File: config.mk
export PLATFORM = sky130hd
export DESIGN_NAME = tt_mux_slot_sel
export DESIGN_NICKNAME = d
export VERILOG_FILES = /design/src/rtl/tt_mux_slot_sel.sv
export SDC_FILE = /design/constraint.sdc
export NUM_CORES = 1
export LEC_CHECK = 0
export CAP_MARGIN = 20
export CELL_PAD_IN_SITES_DETAIL_PLACEMENT = 1
export CELL_PAD_IN_SITES_GLOBAL_PLACEMENT = 1
export CORE_AREA = 2 2 183 185
export DETAILED_ROUTE_END_ITERATION = 8
export DIE_AREA = 0 0 185 187
export GPL_TIMING_DRIVEN = 0
export PLACE_DENSITY = 0.74
export SYNTH_ARGS = -nofsm -noshare
export SYNTH_HDL_FRONTEND = slang
export SYNTH_SLANG_ARGS = --single-unit
File: constraint.sdc
create_clock -name clk -period 3 [get_ports clk]
set_input_delay 0.6 -clock clk [delete_from_list [all_inputs] [get_ports clk]]
set_output_delay 0.6 -clock clk [all_outputs]
set_load 0.005 [all_outputs]
File: src/rtl/tt_mux_slot_sel.sv
// tt_mux_slot_sel: N-slot project multiplexer with safe switchover.
// The pad input bus goes to every slot. A one-hot enable picks one slot, and
// that slot's output bus is returned. On a switch the old slot is disabled for
// one cycle. The new slot is then held in project reset for RST_CYCLES cycles
// before it is released.
module tt_mux_slot_sel #(
  parameter int unsigned N_SLOTS    = 16,
  parameter int unsigned SEL_W      = 4,
  parameter int unsigned IW_W       = 18,
  parameter int unsigned OW_W       = 24,
  parameter int unsigned RST_CYCLES = 8
) (
  input  logic                     clk,
  input  logic                     rst,
  input  logic                     sel_valid,
  input  logic [SEL_W-1:0]         sel_addr,
  output logic                     sel_ready,
  input  logic [IW_W-1:0]          iw_in,
  output logic [OW_W-1:0]          ow_out,
  output logic [N_SLOTS-1:0]       slot_ena,
  output logic [IW_W-1:0]          slot_iw,
  input  logic [N_SLOTS*OW_W-1:0]  slot_ow,
  output logic [SEL_W-1:0]         active_slot,
  output logic                     active_valid
);

  localparam int unsigned CNT_W = 8;

  typedef enum logic [1:0] {
    ST_IDLE       = 2'd0,
    ST_SWITCH_OFF = 2'd1,
    ST_HOLD_RST   = 2'd2,
    ST_ACTIVE     = 2'd3
  } state_e;

  state_e            state_q;
  logic [SEL_W-1:0]  target_q;
  logic              target_ok_q;
  logic [CNT_W-1:0]  hold_cnt_q;

  logic              accept_c;
  logic              addr_ok_c;
  logic [IW_W-1:0]   iw_held_c;
  logic [OW_W-1:0]   sel_ow_c;

  // Decode the handshake and the range of the requested address.
  always_comb begin
    accept_c  = sel_valid && sel_ready;
    addr_ok_c = (32'(sel_addr) < N_SLOTS);
  end

  // Copy of the pad bus with project rst_n (bit 1) forced low. The clock bit still passes.
  always_comb begin
    iw_held_c    = iw_in;
    iw_held_c[1] = 1'b0;
  end

  // Pick the active slot's output bus. An index outside the slot range gives zero.
  always_comb begin
    sel_ow_c = '0;
    for (int unsigned k = 0; k < N_SLOTS; k++) begin
      if (active_slot == SEL_W'(k)) begin
        sel_ow_c = slot_ow[k*OW_W +: OW_W];
      end
    end
  end

  // Build the one-hot enable for a slot index.
  function automatic logic [N_SLOTS-1:0] onehot(input logic [SEL_W-1:0] idx);
    logic [N_SLOTS-1:0] v;
    v = '0;
    for (int unsigned k = 0; k < N_SLOTS; k++) begin
      if (idx == SEL_W'(k)) v[k] = 1'b1;
    end
    return v;
  endfunction

  // Switchover FSM. Every output is registered to match the state being entered.
  always_ff @(posedge clk) begin
    if (rst) begin
      state_q      <= ST_IDLE;
      target_q     <= '0;
      target_ok_q  <= 1'b0;
      hold_cnt_q   <= '0;
      sel_ready    <= 1'b1;
      slot_ena     <= '0;
      slot_iw      <= '0;
      ow_out       <= '0;
      active_slot  <= '0;
      active_valid <= 1'b0;
    end else begin
      // Return path: one cycle behind slot_ow, and zero unless a slot is enabled.
      if (state_q == ST_HOLD_RST || state_q == ST_ACTIVE) begin
        ow_out <= sel_ow_c;
      end else begin
        ow_out <= '0;
      end

      case (state_q)
        ST_IDLE: begin
          slot_ena     <= '0;
          slot_iw      <= '0;
          active_valid <= 1'b0;
          // An out-of-range address is accepted, but it is already the deselected state.
          if (accept_c && addr_ok_c) begin
            state_q     <= ST_SWITCH_OFF;
            target_q    <= sel_addr;
            target_ok_q <= 1'b1;
            sel_ready   <= 1'b0;
          end
        end

        ST_SWITCH_OFF: begin
          if (target_ok_q) begin
            state_q     <= ST_HOLD_RST;
            hold_cnt_q  <= CNT_W'(RST_CYCLES);
            slot_ena    <= onehot(target_q);
            active_slot <= target_q;
            slot_iw     <= iw_held_c;
            sel_ready   <= 1'b0;
          end else begin
            state_q     <= ST_IDLE;
            slot_ena    <= '0;
            slot_iw     <= '0;
            active_slot <= '0;
            sel_ready   <= 1'b1;
          end
        end

        ST_HOLD_RST: begin
          if (hold_cnt_q <= CNT_W'(1)) begin
            state_q      <= ST_ACTIVE;
            hold_cnt_q   <= '0;
            slot_iw      <= iw_in;
            active_valid <= 1'b1;
            sel_ready    <= 1'b1;
          end else begin
            hold_cnt_q   <= hold_cnt_q - CNT_W'(1);
            slot_iw      <= iw_held_c;
          end
        end

        ST_ACTIVE: begin
          // Any accepted request, including the same slot, restarts from switch-off.
          if (accept_c) begin
            state_q      <= ST_SWITCH_OFF;
            target_q     <= sel_addr;
            target_ok_q  <= addr_ok_c;
            slot_ena     <= '0;
            slot_iw      <= '0;
            active_valid <= 1'b0;
            sel_ready    <= 1'b0;
          end else begin
            slot_iw      <= iw_in;
          end
        end

        default: begin
          state_q      <= ST_IDLE;
          slot_ena     <= '0;
          slot_iw      <= '0;
          active_valid <= 1'b0;
          sel_ready    <= 1'b1;
        end
      endcase
    end
  end

endmodule
After elaboration in Yosys (flattened, before gate mapping)
Cells that the tools add are included.

word-level totals
  logic and storage cells = 117
  bits of input ports = 409
  bits in registers = 79

cells by class
  multiplexer cells = 52
  bitwise operators = 1
  reduce and logical (&&, ||, !) cells = 15
  order comparisons = 1
  add/sub/neg operators = 1
  equal/unequal tests = 37

operators with widths
  operator               count
  $mux W24               16
  $pmux W18 S4           1
  $eq A4 B4 Y1 const B   16
  $pmux W16 S3           1
  $mux W18               2
  $eq A4 B3 Y1 const B   8
  $mux W16               2
  $mux W1                19
  $eq A4 B2 Y1 const B   4
  $mux W8                2
  $pmux W8 S2            1
  $eq A4 B1 Y1 const B   2
  $le A8 B1 Y1 const B   1
  $logic_not A4 Y1       2
  $mux W2                4
  $reduce_and A2 Y1      4
  $sub A8 B1 Y8 const B  1
  $pmux W1 S3            2
  $pmux W2 S3            1
  $reduce_bool A3 Y1     2
  $eq A2 B2 Y1 const B   2
  $mux W4                1
  $ne A2 B1 Y1 const B   2
  $ne A2 B2 Y1 const B   2
  other kinds (8)        9

Depth between registers and ports, before layout
Gate-level depths: netlist of the first run.

  word-level depth = 17
  gate-level depth with buffers = 9
  mapped depth without buffers = 7

Worst setup path after synthesis of the first run
OpenSTA, ideal clock, no wires.

  kind = register -> register
  from = register active_slot[0]
  to = register ow_out[8]
  stages on the path, launching flop included = 6
  slack = 1.172 ns
  buffers on the path = 2
  arrival time = 1.713 ns
  period minus slack after synthesis = 1.828 ns
  cell sequence = dfxtp_1 > buf_6 > buf_12 > mux4_1 > mux4_2 > and2_1

on the way
  word-level cells in the longest chain between the ends = 17
  elaborated cells between the ends (all ways) = 32
  those cells by class = eq/ne: 15; mux: 16; reduce/logical: 1

ends and longest elaborated chain
  element                  RTL line  RTL
  start, declared          23        output logic [SEL_W-1:0] active_slot,
  start signal, assigned   118       active_slot <= target_q;
  $logic_not A4 Y1         62        if (active_slot == SEL_W'(k)) begin
  $mux W24 (15 in series)  62
  $mux W24 (*)             62
  end signal, assigned     94        ow_out <= sel_ow_c;
  end, declared            19        output logic [OW_W-1:0] ow_out,

Every way passes the cells marked *; elsewhere a longest branch is shown, timed or not.
A chain may end at the register's enable or synchronous reset.

Worst setup path after layout of the first run
  from = register active_slot[1]
  to = register ow_out[5]

Same word-level chain as after synthesis.

==> flow_summary.toml, run 1 <==
[status]
outcome = "completed"

[power]
p_sw_uw = 1164
swShare = 0.3186
powerDensity_mw_per_mm2 = 305.7
comb_power_share = 0.367
vdd_ir_drop_max_uv = 246.2
p_clk_frac = 0.313
finalPower_uw = 3653
p_int_uw = 2489
p_seq_frac = 0.320
p_leak_uw = 0.004053

[synth]
syn-cell-area_mm2 = 0.006361
syn-instance-count = 747
syn_nets = 1164
ys_warn_count = 0
ys_async_sr_fraction = 0
ys_ff_latch = 79
yosys.cell_types.count = 59
ys_seq_area_frac = 0.2486
synthFlopType = "dfxtp_1"
syn_area_per_cell_um2 = 8.516
synth_edf_count = 0

[timing]
finalWorstSetupSlack_ns = 0.2343
max-slew-margin-rel = 0.3010
tns_ns = 0
fin_crit_sh = 0.9219
hold_viol_final = 0
rsz0062_at_grt = "no"
period_needed_ns = 2.766
tightest_slew_ns = 1.048
setup_viol = 0
clock.fmax_mhz = 361.6
finClkSkew_ns = 0.01184
slew_viol_final = 0

[place]
gp_congestion = 0.8768
dp_hpwl_um = 38530
portBuffers = 471
dp.cells = 1666
pre_cts_slack_ns = 0.04367

[routing]
ant_nets = 0
drt_iter0_drc = 512
via_per_inst = 5.050
wire_per_inst_um = 28.18
drc = 0
first_pass_iters = 5
vias = 8539
wirelength_um = 47660

[finish]
layout_common_cells = "clkdlybuf4s50_1 (471), dfxtp_1 (79), nor2_1 (59)"
final_cells = 1691
regArea_mm2 = 0.001582
nets = 1646
multi_input_area_mm2 = 0.004335
final_common_cell = "clkdlybuf4s50_1"
area_growth_pct = 87.84
drive_gt1_frac = 0.09238
fillers = 3875

[worst_setup_path]
endpoint_kind = "flop"
crit_start = "active_slot[1]"
cp.arrival_ns = 2.98
crit_fanout = 10
reg2reg_from = "active_slot[1]"
cp-start-kind = "flop"
required_ns = 3.21
crit_type = "flop to flop"

[cts]
cts_max_level = 3
clkLatencyLatePin_ns = 0.36
cts_buffers = 9
ctsRootBufferMaster = "clkbuf_16"
cts_hold_buffers = 0
cts-resized-gates = 0
tritoncts = "built"
clkTransAtPathRegs_ns = 0.07
cts.sinks = 79
cts_buffer_depth = 2
cts_setup_buffers = 0

[job]
drv_cap = 0

[hold_path]
min_from = "slot_ena[15]"
worst_hold_path_type = "flop to flop"

[global_routing]
grt_use_total = 0.2674
grt_max_degree = 16
grt_pass1_wl_um = 65670
overflow = 0
antenna_found_initial = 17
grt_pass1_vias = 9270

[die]
initial_core_util = 0.1936
die_x_um = 185
ios = 473
design.core.area_mm2 = 0.03286
rows = 67
fp.dieH_um = 187
die_area_mm2 = 0.03460
state kept, by name, summed over array words and instances (netlist names):
name / flops
sel_ready: 1
active_valid: 1
state_q: 2
hold_cnt_q: 8
slot_iw: 18
target_ok_q: 1
active_slot: 4
target_q: 4
ow_out: 24
slot_ena: 16
routing by layer:
layer,global-route usage,vias to the layer above,wire [um]
met3,0.08548,78,4468
met5,0,-,106
met2,0.4602,457,22990
met4,0.07998,16,1347
met1,0.3149,4139,18740
li1,-,3849,-
kinds of logic after synthesis:
| kind of cell | share of synthesized area |
|---|---|
| xor+xnor | 0.008263 |
| fa+ha+maj | 0.01574 |
| compound gates | 0.2789 |
| simple gates | 0.1518 |
| flops | 0.2486 |
| mux | 0.2264 |
| buf+inv | 0.07022 |
final timing paths:
| check | end | slack (ns) | depth (start not counted) |
|---|---|---|---|
| setup / recovery | ow_out[5] | 0.23 | 6 |
| hold / removal | slot_ena[15] | 0.50 | 2 |
| setup reg to reg | ow_out[5] | 0.23 | 6 |
| hold reg to reg | slot_ena[15] | 0.50 | 2 |
cell type report:
type	instances	area share
Buffer	74	0.03267
Multi-Input combinational cell	579	0.3628
Antenna cell	9	0.001885
Tap cell	448	0.04691
Inverter	15	0.004712
Timing Repair Buffer	471	0.3946
Clock inverter	6	0.004084
Sequential cell	79	0.1324
Clock buffer	10	0.02000
stage by stage:
step	cell area (um^2)	util	hold slack (ns)
after floorplan	6361	-	0.4701
after global placement	11640	0.3541	0.4787
after detailed placement	11640	0.3541	0.4783
after CTS	11920	0.3629	0.5021
after global routing	11940	0.3632	0.5322
final	11950	0.3636	0.4981
power groups by stage:
stage                     Combinational (uW)  Clock (uW)  Sequential [uW]
after floorplan                          512           0             1180
after global placement                  1300           0             1190
after detailed placement                1330           0             1190
after CTS                               1340        1160             1170
after global routing                    1440        1220             1180
final                                   1340        1140             1170
worst max-delay path: stages (launching register included):
cell and delay (ns):
dfxtp_1 0.53, buf_2 0.42, mux2_2 0.39, a221oi_1 0.36
a21oi_1 0.13, a221oi_1 0.61, o32ai_1 0.17
cells in the mapped netlist (all sizes together), types with 15 or more instances:
master   n  share of area
buf     40          0.041
nor2    60          0.035
a211oi  22          0.026
clkbuf  34          0.020
mux2    30          0.053
a21oi   44          0.035
a22oi   28          0.033
a221oi  15          0.021
nand2   43          0.025
dfxtp   79           0.25
mux4    26          0.096
o22ai   27          0.027
o21ai   45          0.035
nor2b   16          0.016
mux2i   49          0.077
nor3    22          0.017
and2    19          0.019
No activity file was read; power rests on OpenSTA's default activity.
==> run 2, diff against run 1 <==
--- a/config.mk
+++ b/config.mk
@@ -9,9 +9,9 @@
 export CELL_PAD_IN_SITES_DETAIL_PLACEMENT = 1
 export CELL_PAD_IN_SITES_GLOBAL_PLACEMENT = 1
 export CORE_AREA = 2 2 183 185
+export CTS_CLUSTER_SIZE = 8
 export DETAILED_ROUTE_END_ITERATION = 8
 export DIE_AREA = 0 0 185 187
-export GPL_TIMING_DRIVEN = 0
 export PLACE_DENSITY = 0.74
 export SYNTH_ARGS = -nofsm -noshare
 export SYNTH_HDL_FRONTEND = slang
==> run 2 against run 1 <==
Sequential cell count unchanged. Non-clock buffer count down 39. First-iteration DRC count down 18%. Highest routed layer unchanged. Largest cell class unchanged. Largest power group unchanged. Worst hold slack better by 0.011 ns. Combinational power down 5%. Power up 0.81%. Utilization down 0.22 points. Global-route usage down 4.6 points.
==> flow_summary.toml, run 2 (synthesized netlist as in run 1, its figures left out) <==
[status]
outcome = "completed"

[die]
die_area_mm2 = 0.03460
initial_core_util = 0.1936
design.core.area_mm2 = 0.03286
rows = 67
die_x_um = 185
fp.dieH_um = 187
ios = 473

[finish]
drive_gt1_frac = 0.09372
area_growth_pct = 86.70
top_regs = "ow_out x24, slot_iw x18, slot_ena x16"
largest_reg_flops = 24
final_common_cell = "clkdlybuf4s50_1"
nets = 1607
utilization = 0.3614
regMostFlops = "ow_out"
layout_common_cells = "clkdlybuf4s50_1 (472), dfxtp_1 (75), nor2_1 (59)"

[cts]
cts-resized-gates = 0
cts.sinks = 79
cts_max_level = 3
clkLatencyLatePin_ns = 0.35
cts_buffer_depth = 2
tritoncts = "built"
cts_buffers = 9
cts_hold_buffers = 0
cts_setup_buffers = 0
clkTransAtPathRegs_ns = 0.07
ctsRootBufferMaster = "clkbuf_16"

[place]
pre_cts_slack_ns = 0.3339
portBuffers = 472
gp_congestion = 0.8304
dp_hpwl_um = 31990

[worst_setup_path]
max_stage_delay_ns = 0.65
critical_path.cell_chain = "and2b_2 -> a221oi_1 -> a21oi_1 -> a221oi_1 -> o32ai_1"
cp_top_family = "compound AO/OA/AOI/OAI gates"
crit_fanout = 29
cp.arrival_ns = 2.73
crit_slowest_cell = "dfxtp_4"
crit_type = "flop to flop"
crit_top_cell = "a221oi_1"
cp-start-kind = "flop"
crit_buf_inv = 0
endpoint_kind = "flop"
required_ns = 3.21

[timing]
hold_viol_final = 0
finalWorstSetupSlack_ns = 0.4764
period_needed_ns = 2.524
tightest_slew_ns = 0.9212
finClkSkew_ns = 0.01117
clock.fmax_mhz = 396.3
tns_ns = 0
slew_viol_final = 0
rsz0062_at_grt = "no"
max-slew-margin-rel = 0.3844
fin_crit_sh = 0.8412
setup_viol = 0

[routing]
ant_nets = 0
wirelength_um = 39660
drc = 0
via_per_inst = 4.953
vias = 8158
wire_per_inst_um = 24.08
drt_iter0_drc = 421
first_pass_iters = 5

[power]
vdd_ir_drop_max_uv = 215.4
p_leak_uw = 0.003998
powerDensity_mw_per_mm2 = 310.0

[global_routing]
grt_pass1_vias = 8827
overflow = 0
grt_pass1_wl_um = 56500
antenna_found_initial = 11
grt_max_degree = 43
grt_use_total = 0.2216

[job]
drv_cap = 0

[hold_path]
worst_hold_path_type = "flop to flop"
==> run 2: metal layers <==
layer	vias up	GRT usage	wire length [um]	part of all wire
met2	384	0.3740	18950	0.48
met4	8	0.05647	799	0.020
li1	3764	-	-	-
met3	48	0.06931	3519	0.089
met5	-	0	55	0.0014
met1	3954	0.2721	16340	0.41
==> run 2: area by class of cell <==
cell class | instances | area (um^2)
clock inverter | 6 | 76.32
sequential | 79 | 1594
tap | 448 | 560.5
clock buffer | 10 | 239.0
inverter | 15 | 56.30
fill | 3836 | 20990
multi-input combinational | 579 | 4335
antenna | 4 | 10.01
timing repair buffer | 506 | 5005
==> run 2: path summary, 6_finish.rpt <==
check / from / end / slack, ns / depth (start not counted)
worst min-delay path: slot_ena[7] / slot_ena[7] / 0.51 / 2
worst min register to register: slot_ena[7] / slot_ena[7] / 0.51 / 2
worst max-delay path: active_slot[0] / ow_out[5] / 0.48 / 5
worst max register to register: active_slot[0] / ow_out[5] / 0.48 / 5
==> run 2: tightest hold or removal path, cell delays in order, from the launching register on <==
cell and delay [ns]:
dfxtp_1 0.34, a32oi_1 0.06, nor2_1 0.08
==> run 2: where the power goes <==
| part | switching (uW) | total (uW) | internal, uW |
|---|---|---|---|
| combinational | 496 | 1270 | 777 |
| clock | 538 | 1220 | 685 |
| sequential | 74.9 | 1190 | 1110 |
| total | 1110 | 3680 | 2570 |
==> run 2: metrics by stage <==
| stage | hold WS [ns] | cells | area (um^2) | power [uW] |
|---|---|---|---|---|
| 3_5_place_dp | 0.4801 | 1627 | 11550 | 2482 |
| 6_report | 0.5094 | 1647 | 11880 | 3682 |
| 2_1_floorplan | 0.4701 | 747 | 6361 | 1693 |
| 4_1_cts | 0.5116 | 1643 | 11870 | 3731 |
| 3_3_place_gp | 0.4767 | 1627 | 11550 | 2456 |
| 5_1_grt | 0.5388 | 1647 | 11880 | 3883 |
